File: src/rtl/toggle_pkg.sv
// Shared definitions for the toggle pulse generator.
//   state_t      : debounce FSM state, 2-bit encoding
//   DEF_*        : default parameter values used by toggle_pulse_gen
//   PRESS_CNT_W  : width of the observable press counter
package toggle_pkg;

  typedef enum logic [1:0] {
    IDLE      = 2'd0,
    PRESS_CHK = 2'd1,
    HELD      = 2'd2,
    REL_CHK   = 2'd3
  } state_t;

  localparam int DEF_DEBOUNCE_CYCLES = 4;
  localparam int DEF_REPEAT_EN       = 0;
  localparam int DEF_REPEAT_DELAY    = 8;
  localparam int DEF_REPEAT_PERIOD   = 4;
  localparam int DEF_CNT_W           = 16;
  localparam int PRESS_CNT_W         = 8;

endpackage

File: src/rtl/sync_2ff.sv
// Two-flop synchronizer for a single asynchronous level.
//   clk   : destination clock, rising edge
//   reset : synchronous active-high reset, clears both flops to 0
//   d     : asynchronous input level
//   q     : synchronized level, two edges after d is first sampled
module sync_2ff (
  input  logic clk,
  input  logic reset,
  input  logic d,
  output logic q
);

  logic meta_q;
  logic sync_q;
  logic meta_d;
  logic sync_d;

  always_comb begin
    meta_d = d;
    sync_d = meta_q;
  end

  always_ff @(posedge clk) begin
    if (reset) begin
      meta_q <= 1'b0;
      sync_q <= 1'b0;
    end else begin
      meta_q <= meta_d;
      sync_q <= sync_d;
    end
  end

  assign q = sync_q;

endmodule

File: src/rtl/toggle_pulse_gen.sv
// Push-button conditioner feeding the T input of a T flip-flop.
// Synchronizes a raw bouncy button, debounces it with a 4-state FSM,
// optionally auto-repeats while held, and emits one-cycle toggle pulses.
//   clk         : system clock, rising edge
//   reset       : synchronous active-high reset
//   btn_in      : raw asynchronous button level
//   enable      : gates pulse emission; the FSM keeps tracking when low
//   t_pulse     : registered one-cycle toggle pulse
//   btn_stable  : registered debounced button level
//   press_count : number of emitted pulses, wraps modulo 256
module toggle_pulse_gen
  import toggle_pkg::*;
#(
  parameter int DEBOUNCE_CYCLES = DEF_DEBOUNCE_CYCLES,
  parameter int REPEAT_EN       = DEF_REPEAT_EN,
  parameter int REPEAT_DELAY    = DEF_REPEAT_DELAY,
  parameter int REPEAT_PERIOD   = DEF_REPEAT_PERIOD,
  parameter int CNT_W           = DEF_CNT_W
) (
  input  logic                   clk,
  input  logic                   reset,
  input  logic                   btn_in,
  input  logic                   enable,
  output logic                   t_pulse,
  output logic                   btn_stable,
  output logic [PRESS_CNT_W-1:0] press_count
);

  localparam logic [CNT_W-1:0] DB_LAST    = CNT_W'(DEBOUNCE_CYCLES - 1);
  localparam logic [CNT_W-1:0] RPT_FIRE   = CNT_W'(REPEAT_DELAY);
  localparam logic [CNT_W-1:0] RPT_RELOAD = CNT_W'(REPEAT_DELAY - REPEAT_PERIOD);
  localparam bit               RPT_ON     = (REPEAT_EN != 0);

  logic btn_sync;

  state_t                 state_q, state_d;
  logic [CNT_W-1:0]       db_cnt_q, db_cnt_d;
  logic [CNT_W-1:0]       rpt_cnt_q, rpt_cnt_d;
  logic [CNT_W-1:0]       rpt_inc;
  logic                   evt;
  logic                   t_pulse_q, t_pulse_d;
  logic                   btn_stable_q, btn_stable_d;
  logic [PRESS_CNT_W-1:0] press_count_q, press_count_d;

  sync_2ff u_sync (
    .clk   (clk),
    .reset (reset),
    .d     (btn_in),
    .q     (btn_sync)
  );

  always_comb begin
    state_d   = state_q;
    db_cnt_d  = db_cnt_q;
    rpt_cnt_d = rpt_cnt_q;
    evt       = 1'b0;
    rpt_inc   = rpt_cnt_q + CNT_W'(1);

    case (state_q)
      IDLE: begin
        if (btn_sync) begin
          state_d  = PRESS_CHK;
          db_cnt_d = '0;
        end
      end
      PRESS_CHK: begin
        if (!btn_sync) begin
          state_d  = IDLE;
          db_cnt_d = '0;
        end else if (db_cnt_q == DB_LAST) begin
          state_d   = HELD;
          db_cnt_d  = '0;
          rpt_cnt_d = '0;
          evt       = 1'b1;
        end else begin
          db_cnt_d = db_cnt_q + CNT_W'(1);
        end
      end
      HELD: begin
        if (!btn_sync) begin
          state_d   = REL_CHK;
          db_cnt_d  = '0;
          rpt_cnt_d = '0;
        end else if (RPT_ON) begin
          // Fire on the incremented value so the registered pulse lands in
          // the HELD cycle whose count equals REPEAT_DELAY; reloading to
          // DELAY-PERIOD then spaces later pulses exactly PERIOD apart.
          if (rpt_inc == RPT_FIRE) begin
            evt       = 1'b1;
            rpt_cnt_d = RPT_RELOAD;
          end else begin
            rpt_cnt_d = rpt_inc;
          end
        end
      end
      REL_CHK: begin
        if (btn_sync) begin
          // Release bounce: resume holding, repeat delay restarts from 0.
          state_d  = HELD;
          db_cnt_d = '0;
        end else if (db_cnt_q == DB_LAST) begin
          state_d  = IDLE;
          db_cnt_d = '0;
        end else begin
          db_cnt_d = db_cnt_q + CNT_W'(1);
        end
      end
      default: begin
        state_d   = IDLE;
        db_cnt_d  = '0;
        rpt_cnt_d = '0;
      end
    endcase

    t_pulse_d     = evt & enable;
    btn_stable_d  = (state_d == HELD) || (state_d == REL_CHK);
    press_count_d = press_count_q + PRESS_CNT_W'(t_pulse_d);
  end

  always_ff @(posedge clk) begin
    if (reset) begin
      state_q       <= IDLE;
      db_cnt_q      <= '0;
      rpt_cnt_q     <= '0;
      t_pulse_q     <= 1'b0;
      btn_stable_q  <= 1'b0;
      press_count_q <= '0;
    end else begin
      state_q       <= state_d;
      db_cnt_q      <= db_cnt_d;
      rpt_cnt_q     <= rpt_cnt_d;
      t_pulse_q     <= t_pulse_d;
      btn_stable_q  <= btn_stable_d;
      press_count_q <= press_count_d;
    end
  end

  assign t_pulse     = t_pulse_q;
  assign btn_stable  = btn_stable_q;
  assign press_count = press_count_q;

endmodule
File: config.mk
export PLATFORM = sky130hd
export DESIGN_NAME = toggle_pulse_gen
export DESIGN_NICKNAME = d
export VERILOG_FILES = /design/src/rtl/toggle_pkg.sv /design/src/rtl/sync_2ff.sv /design/src/rtl/toggle_pulse_gen.sv
export SDC_FILE = /design/constraint.sdc
export NUM_CORES = 1
export LEC_CHECK = 0
export BUFFER_PORTS_ARGS = -buffer_cell sky130_fd_sc_hd__buf_2
export CORE_MARGIN = 5
export CORE_UTILIZATION = 51
export DETAILED_ROUTE_END_ITERATION = 8
export PLACE_DENSITY = 0.8
export SYNTH_ARGS = -nofsm -noshare
export SYNTH_HDL_FRONTEND = slang
export SYNTH_SLANG_ARGS = --single-unit
File: constraint.sdc
create_clock -name clk -period 2.1 [get_ports clk]
set_input_delay 0.42 -clock clk [delete_from_list [all_inputs] [get_ports clk]]
set_output_delay 0.42 -clock clk [all_outputs]
set_load 0.03 [all_outputs]
==> impl_metrics.toml, run 1 <==
[synthesis]
synth_area_leaders = "dfxtp_1 44%, xor2_1 7.3%, nor2_1 4.5%"
syn_avg_cell_area_um2 = 9.04
synth_cells = 146
synth_cell_types = 33
syn_nets = 153
netlist_area_mm2 = 0.00132
synth_top_area_share_pct = 44.0
yosys_warnings = 0
ys_ff_latch = 29
yosys.area.top_type = "dfxtp_1"
ys_seq_area_share_pct = 44.0

[sta]
tns_ns = 0
fin_skew_ns = 0.00505
worst_pin_slew_ns = 0.509
hold_violations = 0
finalCriticalPeriod_ns = 2.07
layout_worst_path_cycle_share_pct = 98.4
fmax_mhz = 484
drv_slew = 0
setup_violations = 0
rsz0062_at_grt = "true"
slew_headroom_pct = 66.1

[placement]
place.gp.congestion = 0.810
dp_hpwl_um = 2060
port_buffers = 13

[grt]
grt_max_degree = 18
first_global_vias = 1101
grt_overflow = 0
grt_pass1_wl_um = 4820
grt_usage_pct = 17.7
antenna_found_initial = 0

[die]
die_w_um = 60.9
row_count = 18
dieArea_mm2 = 0.00371
pin_count = 14
die_h_um = 60.9
coreArea_mm2 = 0.00248
initial_core_util_pct = 53.3

[critical_path]
cp-end-kind = "flip-flop"
critPathSlowestCell = "dfxtp_2"
cp-startpoint = "db_cnt_q[0]$_SDFFE_PP0P_"
critPathKind = "reg2reg"
crit_end = "press_count[7]$_SDFF_PP0_"
cp_cell_sequence = "ha_4 > nor4b_4 > and4_4 > nand2_4 > nor3_4 > ha_2 > and4_4 > nand4_1 > xor2_1 > nor2_1"
cpPeakStageDelay_ns = 0.36
reg2reg_depth = 10
rr_endpoint = "press_count[7]$_SDFF_PP0_"
required_ns = 2.31
worstPathArrival_ns = 2.28
cpMostUsedCell = "and4_4"
critPathLaunchType = "flip-flop"
r2r-start = "db_cnt_q[0]$_SDFFE_PP0P_"
crit_path_max_fanout = 3
r2r_setup_slack_ns = 0.03

[drt]
wl_met3_um = 147
wl_per_cell_um = 14.1
met2WireLength_um = 1420
firstDrtPassIters = 4
top_layer_used = "met4"
vias = 1202
viasPerCell = 5.72
drtAntennaViolNets = 0
drtIter0Drc = 51
drt-met1-wl_um = 1350
drc = 0
wirelength_um = 2970

[finish]
nNetsFinal = 187
seqCellArea_um2 = 583
antenna_cells = 0
multi_input_comb_area_um2 = 768
fillers = 190
layout-drive-gt1-share_pct = 28.9
final_core_util_pct = 67.1
area.growth.synth_to_final_pct = 26.0

[cts]
cts_buffers = 5
cts_max_level = 2
clock-root-buffer = "clkbuf_4"
clockBufferDepth = 2
postCtsHoldBufs = 0
cts.sinks = 29
cts_tree = "done"
clk_pin_slew_ns = 0.08
clkLatencyLatePin_ns = 0.33

[power_and_ir_drop]
power.density_mw_per_mm2 = 558
ir_drop_uv = 422
leakagePower_nw = 0.652
finalPower_mw = 0.929

[job]
maxCapViolations = 0

[outcome]
status = "complete, no violations"

[worst_hold_path]
hp-class = "in2reg"
## Yosys cell counts (all sizes together)
| library cell | number |
|---|---|
| dfxtp | 29 |
| nor2 | 16 |
| xor2 | 12 |
| nand2 | 9 |
| a21oi | 8 |
| nand3 | 7 |
| o21ai | 5 |
| and3 | 4 |
| nand4 | 4 |
| nor4 | 4 |
| o31ai | 4 |
| or4 | 4 |
| and4 | 3 |
| clkbuf | 3 |
| ha | 3 |
| inv | 3 |
| nor2b | 3 |
| nor3 | 3 |
| o2111ai | 3 |
| or3 | 3 |
| xnor2 | 3 |
| a31oi | 2 |
| buf | 2 |
| o211ai | 2 |
| a21bo | 1 |
| a32oi | 1 |
| a41oi | 1 |
| and2 | 1 |
| nand4b | 1 |
| nor4b | 1 |
| or3b | 1 |
## report_power, final
part           switching (mW)  total [mW]  internal (mW)
clock                   0.188       0.346          0.158
sequential            0.00182       0.554          0.552
combinational          0.0199      0.0294        0.00945
## per-layer routing
| metal | up-vias | GRT usage, % |
|---|---|---|
| met5 | - | 0 |
| li1 | 603 | - |
| met2 | 35 | 28.4 |
| met4 | 0 | 10.2 |
| met1 | 557 | 21.2 |
| met3 | 7 | 4.68 |
## logic make-up (layout without fill, tap and decap cells)
family / Yosys count / after routing / share of synthesized area [%]
adder cells (fa/ha/maj): 3 / 3 / 2.84
buffers and inverters: 8 / 42 / 2.84
flip-flops: 29 / 29 / 44.0
AO/OA/AOI/OAI: 27 / 27 / 13.6
XOR/XNOR: 15 / 15 / 10.5
AND/OR/NAND/NOR: 64 / 64 / 26.2
## cell type report
cell class / count / share of cell area [%]
timing repair buffer: 32 / 12.5
inverter: 3 / 0.677
sequential: 29 / 35.1
multi-input combinational: 109 / 46.2
clock buffer: 7 / 3.31
tap: 30 / 2.26
## worst min-delay path by stage
stage          depth (start not counted)                     start                       end
2_1_floorplan                          1  u_sync.meta_q$_SDFF_PP0_       u_sync.q$_SDFF_PP0_
3_3_place_gp                           1  u_sync.meta_q$_SDFF_PP0_       u_sync.q$_SDFF_PP0_
3_5_place_dp                           1  u_sync.meta_q$_SDFF_PP0_       u_sync.q$_SDFF_PP0_
4_1_cts                                2                    btn_in  u_sync.meta_q$_SDFF_PP0_
5_1_grt                                2                    btn_in  u_sync.meta_q$_SDFF_PP0_
6_report                               2                    btn_in  u_sync.meta_q$_SDFF_PP0_
## critical path, delay by kind of cell (launching register included)
kind                     cells  cell delay, ns
AND/OR/NAND/NOR              7            1.10
flip-flops                   1            0.36
XOR/XNOR                     1            0.14
adder cells (fa/ha/maj)      2            0.35
## flip-flops by register name, summed over array words and instances (netlist names)
register and cells:
press_count 8, t_pulse 1, u_sync.meta_q 1, db_cnt_q 16
u_sync.q 1, state_q 2
## cells in the final DEF, fill, tap and decap left out, types with 4 or more instances in the layout
master | Yosys | final
xor2_1 | 11 | 11
nand4_1 | 4 | 4
buf_4 | 2 | 19
o31ai_1 | 4 | 4
or4_1 | 4 | 4
clkbuf_4 | 0 | 5
a21oi_1 | 8 | 8
nand2_1 | 9 | 8
nand3_1 | 7 | 7
nor2_1 | 16 | 16
buf_2 | 0 | 13
dfxtp_1 | 29 | 27
o21ai_0 | 4 | 4
and3_1 | 4 | 4
## stage by stage
step	std cells	instance area, um2	setup slack [ns]	hold slack (ns)
4_1_cts	209	1640	-0.0157	0.342
2_1_floorplan	146	1340	0.0104	0.414
5_1_grt	210	1660	-0.164	0.340
3_5_place_dp	196	1500	-0.0698	0.455
6_report	210	1660	0.0342	0.338
3_3_place_gp	196	1500	-0.0654	0.442
## timing repair
action	CTS	global route
pin swaps	6	8
setup buffers	6	1
setup endpoints to repair	2	6
gates resized for setup	7	4
No activity file was read; power rests on OpenSTA's default activity.
==> run 2, diff against run 1 <==
--- a/config.mk
+++ b/config.mk
@@ -5,11 +5,14 @@
 export SDC_FILE = /design/constraint.sdc
 export NUM_CORES = 1
 export LEC_CHECK = 0
+export ABC_AREA = 1
 export BUFFER_PORTS_ARGS = -buffer_cell sky130_fd_sc_hd__buf_2
-export CORE_MARGIN = 5
+export CORE_ASPECT_RATIO = 2
+export CORE_MARGIN = 3
 export CORE_UTILIZATION = 51
 export DETAILED_ROUTE_END_ITERATION = 8
 export PLACE_DENSITY = 0.8
+export SLEW_MARGIN = 15
 export SYNTH_ARGS = -nofsm -noshare
 export SYNTH_HDL_FRONTEND = slang
 export SYNTH_SLANG_ARGS = --single-unit
==> impl_metrics.toml, run 2 <==
[worst_hold_path]
hold_depth = 3
holdPathEnd = "u_sync.meta_q$_SDFF_PP0_"
hp-start = "btn_in"
hp-class = "in2reg"

[critical_path]
required_ns = 2.27
crit_path_max_fanout = 6
path_buf_inv = 1
cp-end-kind = "flip-flop"
worstPathArrival_ns = 2.12
critPathLaunchType = "flip-flop"
critPathKind = "reg2reg"
r2r_setup_slack_ns = 0.15
cp-startpoint = "db_cnt_q[0]$_SDFFE_PP0P_"
cpPeakStageDelay_ns = 0.35
rr_endpoint = "press_count[7]$_SDFF_PP0_"
reg2reg_depth = 12
crit_family = "simple AND/OR/NAND/NOR gates"
cp_cell_sequence = "ha_1 > nand3_1 > nor2_2 > nand3_1 > nor2_2 > ha_1 > nand2_1 > inv_1 > nand2_2 > nor3b_2 > xnor2_1 > nor2_1"
critPathSlowestCell = "dfxtp_1"
r2r-start = "db_cnt_q[0]$_SDFFE_PP0P_"

[sta]
layout_worst_path_cycle_share_pct = 92.8
worst_pin_slew_ns = 0.317
fmax_mhz = 513
drv_slew = 0
finalCriticalPeriod_ns = 1.95
whs_ns = 0.342
fin_skew_ns = 0.00500
hold_violations = 0
setup_violations = 0
slew_headroom_pct = 78.8
tns_ns = 0

[drt]
viasPerCell = 5.11
wl_per_cell_um = 12.1
drtAntennaViolNets = 0
firstDrtPassIters = 4
drc = 0
vias = 1308
wirelength_um = 3110
drtIter0Drc = 56

[cts]
cts_buffers = 5
postCtsHoldBufs = 0
clkLatencyLatePin_ns = 0.29
cts_tree = "done"
cts.sinks = 29
clock-root-buffer = "clkbuf_8"
clockBufferDepth = 2
clk_pin_slew_ns = 0.06
cts_max_level = 2

[synthesis]
synth_cells = 205
netlist_area_mm2 = 0.00143
synth_most_common_cell = "nor2_1"
synth_commonest_cells = "52 x nor2_1, 41 x nand2_1, 29 x dfxtp_1"
synth.mux.area_fraction_pct = 0
synthAdderAreaFrac_pct = 2.62
synth-compound-area-share_pct = 5.85
post_synth_and_or_nand_nor_area_fraction_pct = 37.5
yosys.area.top_type = "dfxtp_1"
synth_edf_count = 0
synth_xor_area_share_pct = 6.72
async_flop_share_pct = 0
syn_nets = 212
yosys_warnings = 0
ys_seq_area_share_pct = 40.5
synth_top_area_share_pct = 40.5
syn_avg_cell_area_um2 = 6.99
ys_ff_latch = 29
synth_top_family_by_area = "simple AND/OR/NAND/NOR gates"
synth_area_leaders = "dfxtp_1 40%, nor2_1 14%, nand2_1 11%"
synth_cell_types = 25
yosys_most_used_dff = "dfxtp_1"

[die]
die_h_um = 81.0
initial_core_util_pct = 54.4
row_count = 26
die_w_um = 43.5
pin_count = 14
dieArea_mm2 = 0.00352
coreArea_mm2 = 0.00264

[placement]
dpl.cell_count = 248
port_buffers = 13
dp_hpwl_um = 2340
place.gp.congestion = 0.836
placed_area_mm2 = 0.00155

[finish]
nNetsFinal = 234
layout_common_cells = "50 x nor2_1, 40 x nand2_1, 28 x dfxtp_1"
layout-drive-gt1-share_pct = 15.8
regMostFlops = "db_cnt_q"
antenna_cells = 0
stdcell_count = 256
area.growth.synth_to_final_pct = 16.8
largest_reg_flops = 16
final_area_mm2 = 0.00167
final_common_cell = "nor2_1"
fillers = 237

[grt]
grt_max_degree = 17
grt_usage_pct = 20.4
first_global_vias = 1308
grt_overflow = 0
antenna_found_initial = 0
grt_pass1_wl_um = 5420

[power_and_ir_drop]
power.density_mw_per_mm2 = 707
leakagePower_nw = 0.724
ir_drop_uv = 517
finalPower_mw = 1.18

[outcome]
status = "complete, no violations"

[job]
maxCapViolations = 0
run 2: worst min-delay path, delay by kind of cell:
kind	cells	cell delay (ns)
buf+inv	2	0.11
simple gates	1	0.07
run 2: final cells by class:
| cell class | instances | area [um2] | share of cell area (%) |
|---|---|---|---|
| Tap cell | 28 | 35.0 | 2.09 |
| Clock inverter | 1 | 30.0 | 1.79 |
| Sequential cell | 29 | 582 | 34.8 |
| Timing Repair Buffer | 17 | 95.1 | 5.68 |
| Multi-Input combinational cell | 152 | 763 | 45.6 |
| Inverter | 22 | 82.6 | 4.93 |
| Clock buffer | 7 | 86.3 | 5.16 |
run 2: power by group:
part           internal (mW)  switching (mW)
combinational        0.00820          0.0243
sequential             0.553         0.00184
clock                  0.386           0.211
total                  0.947           0.237
run 2: logic make-up (layout without fill, tap and decap cells):
logic type	Yosys count	count (layout)
XOR/XNOR	11	11
adder cells (fa/ha/maj)	3	3
buffers and inverters	24	47
AND/OR/NAND/NOR	123	123
AO/OA/AOI/OAI	15	15
flip-flops	29	29
run 2: how the worst max path moves through the flow:
stage / end / slack [ns] / cells after the start
5_1_grt: press_count[7]$_SDFF_PP0_ / -0.03 / 12
3_3_place_gp: press_count[7]$_SDFF_PP0_ / 0.19 / 12
4_1_cts: press_count[7]$_SDFF_PP0_ / 0.07 / 12
3_5_place_dp: press_count[7]$_SDFF_PP0_ / 0.08 / 12
2_1_floorplan: press_count[7]$_SDFF_PP0_ / 0.15 / 12
6_report: press_count[7]$_SDFF_PP0_ / 0.15 / 12
run 2: timing repair:
action                     4_1_cts  5_1_grt
setup endpoints to repair        0        2
setup buffers                    0        0
resized for setup                0        4
run 2: routing by layer:
| metal | vias up | wire length [um] | global-route usage, % |
|---|---|---|---|
| met5 | - | 0 | 0 |
| met4 | 0 | 114 | 12.4 |
| met3 | 10 | 125 | 3.99 |
| met2 | 30 | 1710 | 38.9 |
| met1 | 584 | 1160 | 18.9 |
| li1 | 684 | - | - |
run 2: through the flow:
stage	utilization, %	setup WS, ns
5_1_grt	63.5	-0.0316
6_report	63.5	0.152
3_3_place_gp	58.8	0.191
4_1_cts	63.2	0.0681
2_1_floorplan	-	0.148
3_5_place_dp	58.8	0.0775
==> run 3, diff against run 2 <==
--- a/config.mk
+++ b/config.mk
@@ -7,11 +7,10 @@
 export LEC_CHECK = 0
 export ABC_AREA = 1
 export BUFFER_PORTS_ARGS = -buffer_cell sky130_fd_sc_hd__buf_2
-export CORE_ASPECT_RATIO = 2
 export CORE_MARGIN = 3
-export CORE_UTILIZATION = 51
+export CORE_UTILIZATION = 57
 export DETAILED_ROUTE_END_ITERATION = 8
-export PLACE_DENSITY = 0.8
+export PLACE_DENSITY = 0.84
 export SLEW_MARGIN = 15
 export SYNTH_ARGS = -nofsm -noshare
 export SYNTH_HDL_FRONTEND = slang
==> constraint.sdc (replaced) <==
create_clock -name clk -period 1.8 [get_ports clk]
set_input_delay 0.36 -clock clk [delete_from_list [all_inputs] [get_ports clk]]
set_output_delay 0.36 -clock clk [all_outputs]
set_load 0.03 [all_outputs]
==> impl_metrics.toml, run 3 (synthesis gave the netlist of run 2 again) <==
[worst_hold_path]
holdPathEnd = "u_sync.meta_q$_SDFF_PP0_"
hold_depth = 3
hp-start = "btn_in"
hp-class = "in2reg"

[die]
initial_core_util_pct = 62.4
die_h_um = 56.2
coreArea_mm2 = 0.00230
dieArea_mm2 = 0.00315
pin_count = 14
die_w_um = 56.2
row_count = 17

[finish]
largest_reg_flops = 16
nNetsFinal = 264
multi_input_comb_area_um2 = 917
stdcell_count = 286
layout_common_cells = "44 x nor2_1, 36 x nand2_1, 33 x buf_4"
fillers = 103
layout-drive-gt1-share_pct = 35.7
seqCellArea_um2 = 591
antenna_cells = 0
area.growth.synth_to_final_pct = 39.0
regMostFlops = "db_cnt_q"
final_area_mm2 = 0.00199
final_common_cell = "nor2_1"

[power_and_ir_drop]
p_sw_share_pct = 28.4
ir_drop_uv = 569
clockPowerShare_pct = 37.5
power_switching_mw = 0.320
leakagePower_nw = 0.885
pwr-share-seq_pct = 57.5
power.density_mw_per_mm2 = 565
finalPower_mw = 1.13
combPwrFrac_pct = 5.0
p_int_mw = 0.806

[outcome]
status = "finished, violations left"
violations = "setup timing"

[job]
maxCapViolations = 0

[placement]
dpl.cell_count = 260
dp_hpwl_um = 2340
placed_area_mm2 = 0.00167
place.gp.congestion = 0.878
port_buffers = 13

[drt]
drc = 0
viasPerCell = 6.15
drtAntennaViolNets = 0
wirelength_um = 5560
wl_per_cell_um = 19.5
firstDrtPassIters = 5
vias = 1758
drtIter0Drc = 129

[sta]
drv_slew = 0
worst_pin_slew_ns = 0.526
setup_violations = 21
slew_headroom_pct = 64.7
layout_worst_path_cycle_share_pct = 119
hold_violations = 0
finalCriticalPeriod_ns = 2.15
fmax_mhz = 465
fin_skew_ns = 0.0145
layout_setup_ws_ns = -0.351
rsz0062_at_grt = "true"

[grt]
grt_pass1_wl_um = 6090
antenna_found_initial = 0
first_global_vias = 1400
grt_overflow = 0
grt_max_degree = 17
grt_usage_pct = 24.9

[critical_path]
crit_path_max_fanout = 4
critPathKind = "reg2reg"
worstPathArrival_ns = 2.39
r2r-start = "db_cnt_q[12]$_SDFFE_PP0P_"
rr_endpoint = "press_count[7]$_SDFF_PP0_"
cp-end-kind = "flip-flop"
critPathLaunchType = "flip-flop"
r2r_setup_slack_ns = -0.35
required_ns = 2.04
reg2reg_depth = 12

[cts]
cts_tree = "done"
clock-root-buffer = "clkbuf_4"
clkLatencyLatePin_ns = 0.35
clk_pin_slew_ns = 0.12
cts.sinks = 29
cts_buffers = 5
cts_max_level = 2
postCtsHoldBufs = 0
clockBufferDepth = 2
==> run 3: critical path, cell delays in order (launching register included) <==
cell and delay, ns:
dfxtp_1 0.34, nor2_1 0.18, nand2_1 0.18, nor2_4 0.15
nand3_2 0.13, nor2_4 0.19, ha_4 0.15, nand2_2 0.06
inv_2 0.09, nand2_4 0.07, nor3b_4 0.25, xnor2_1 0.16
nor2_1 0.09
==> run 3: routing by layer <==
metal / track usage (%) / vias up / wire (um)
li1: - / 752 / -
met1: 27.3 / 768 / 2090
met2: 42.4 / 178 / 2400
met3: 6.96 / 60 / 658
met4: 14.6 / 0 / 415
met5: 0 / - / 0
==> run 3: cell type report <==
cell class                 instances  area share [%]
inverter                          22            4.14
tap                               28            1.76
clock inverter                     3           0.879
clock buffer                       5            1.88
multi-input combinational        153            46.0
timing repair buffer              46            15.7
sequential                        29            29.6
==> run 3: worst max path at each step <==
stage / startpoint / end / slack (ns)
after floorplan: db_cnt_q[1]$_SDFFE_PP0P_ / press_count[7]$_SDFF_PP0_ / -0.01
after global placement: db_cnt_q[4]$_SDFFE_PP0P_ / press_count[7]$_SDFF_PP0_ / 0.02
after detailed placement: db_cnt_q[4]$_SDFFE_PP0P_ / press_count[7]$_SDFF_PP0_ / -0.10
after CTS: db_cnt_q[1]$_SDFFE_PP0P_ / press_count[7]$_SDFF_PP0_ / 0.003
after global routing: db_cnt_q[14]$_SDFFE_PP0P_ / press_count[7]$_SDFF_PP0_ / -0.53
final: db_cnt_q[12]$_SDFFE_PP0P_ / press_count[7]$_SDFF_PP0_ / -0.35
==> run 3: power groups by stage <==
stage	logic [mW]	registers, mW	clock network [mW]
after CTS	0.0387	0.646	0.397
after detailed placement	0.0382	0.661	0
after floorplan	0.0295	0.661	0
after global routing	0.0587	0.647	0.457
final	0.0560	0.647	0.423
after global placement	0.0372	0.661	0
==> run 3: per-stage QoR <==
stage	hold slack (ns)	TNS, ns	setup slack [ns]	utilization, %
CTS	0.214	0	0.00311	79.7
global placement	0.395	0	0.0170	72.9
floorplan	0.388	-0.0122	-0.0122	-
global route	0.200	-4.45	-0.532	86.8
detailed placement	0.407	-0.101	-0.101	72.9
finish	0.213	-2.35	-0.351	86.8
==> run 3: timing repair <==
action | 4_1_cts | 5_1_grt
gates cloned | 0 | 1
setup endpoints to repair | 3 | 19
endpoints found under the hold margin | 0 | 0
setup buffers | 13 | 4
gates resized for setup | 3 | 32
pin swaps | 5 | 22
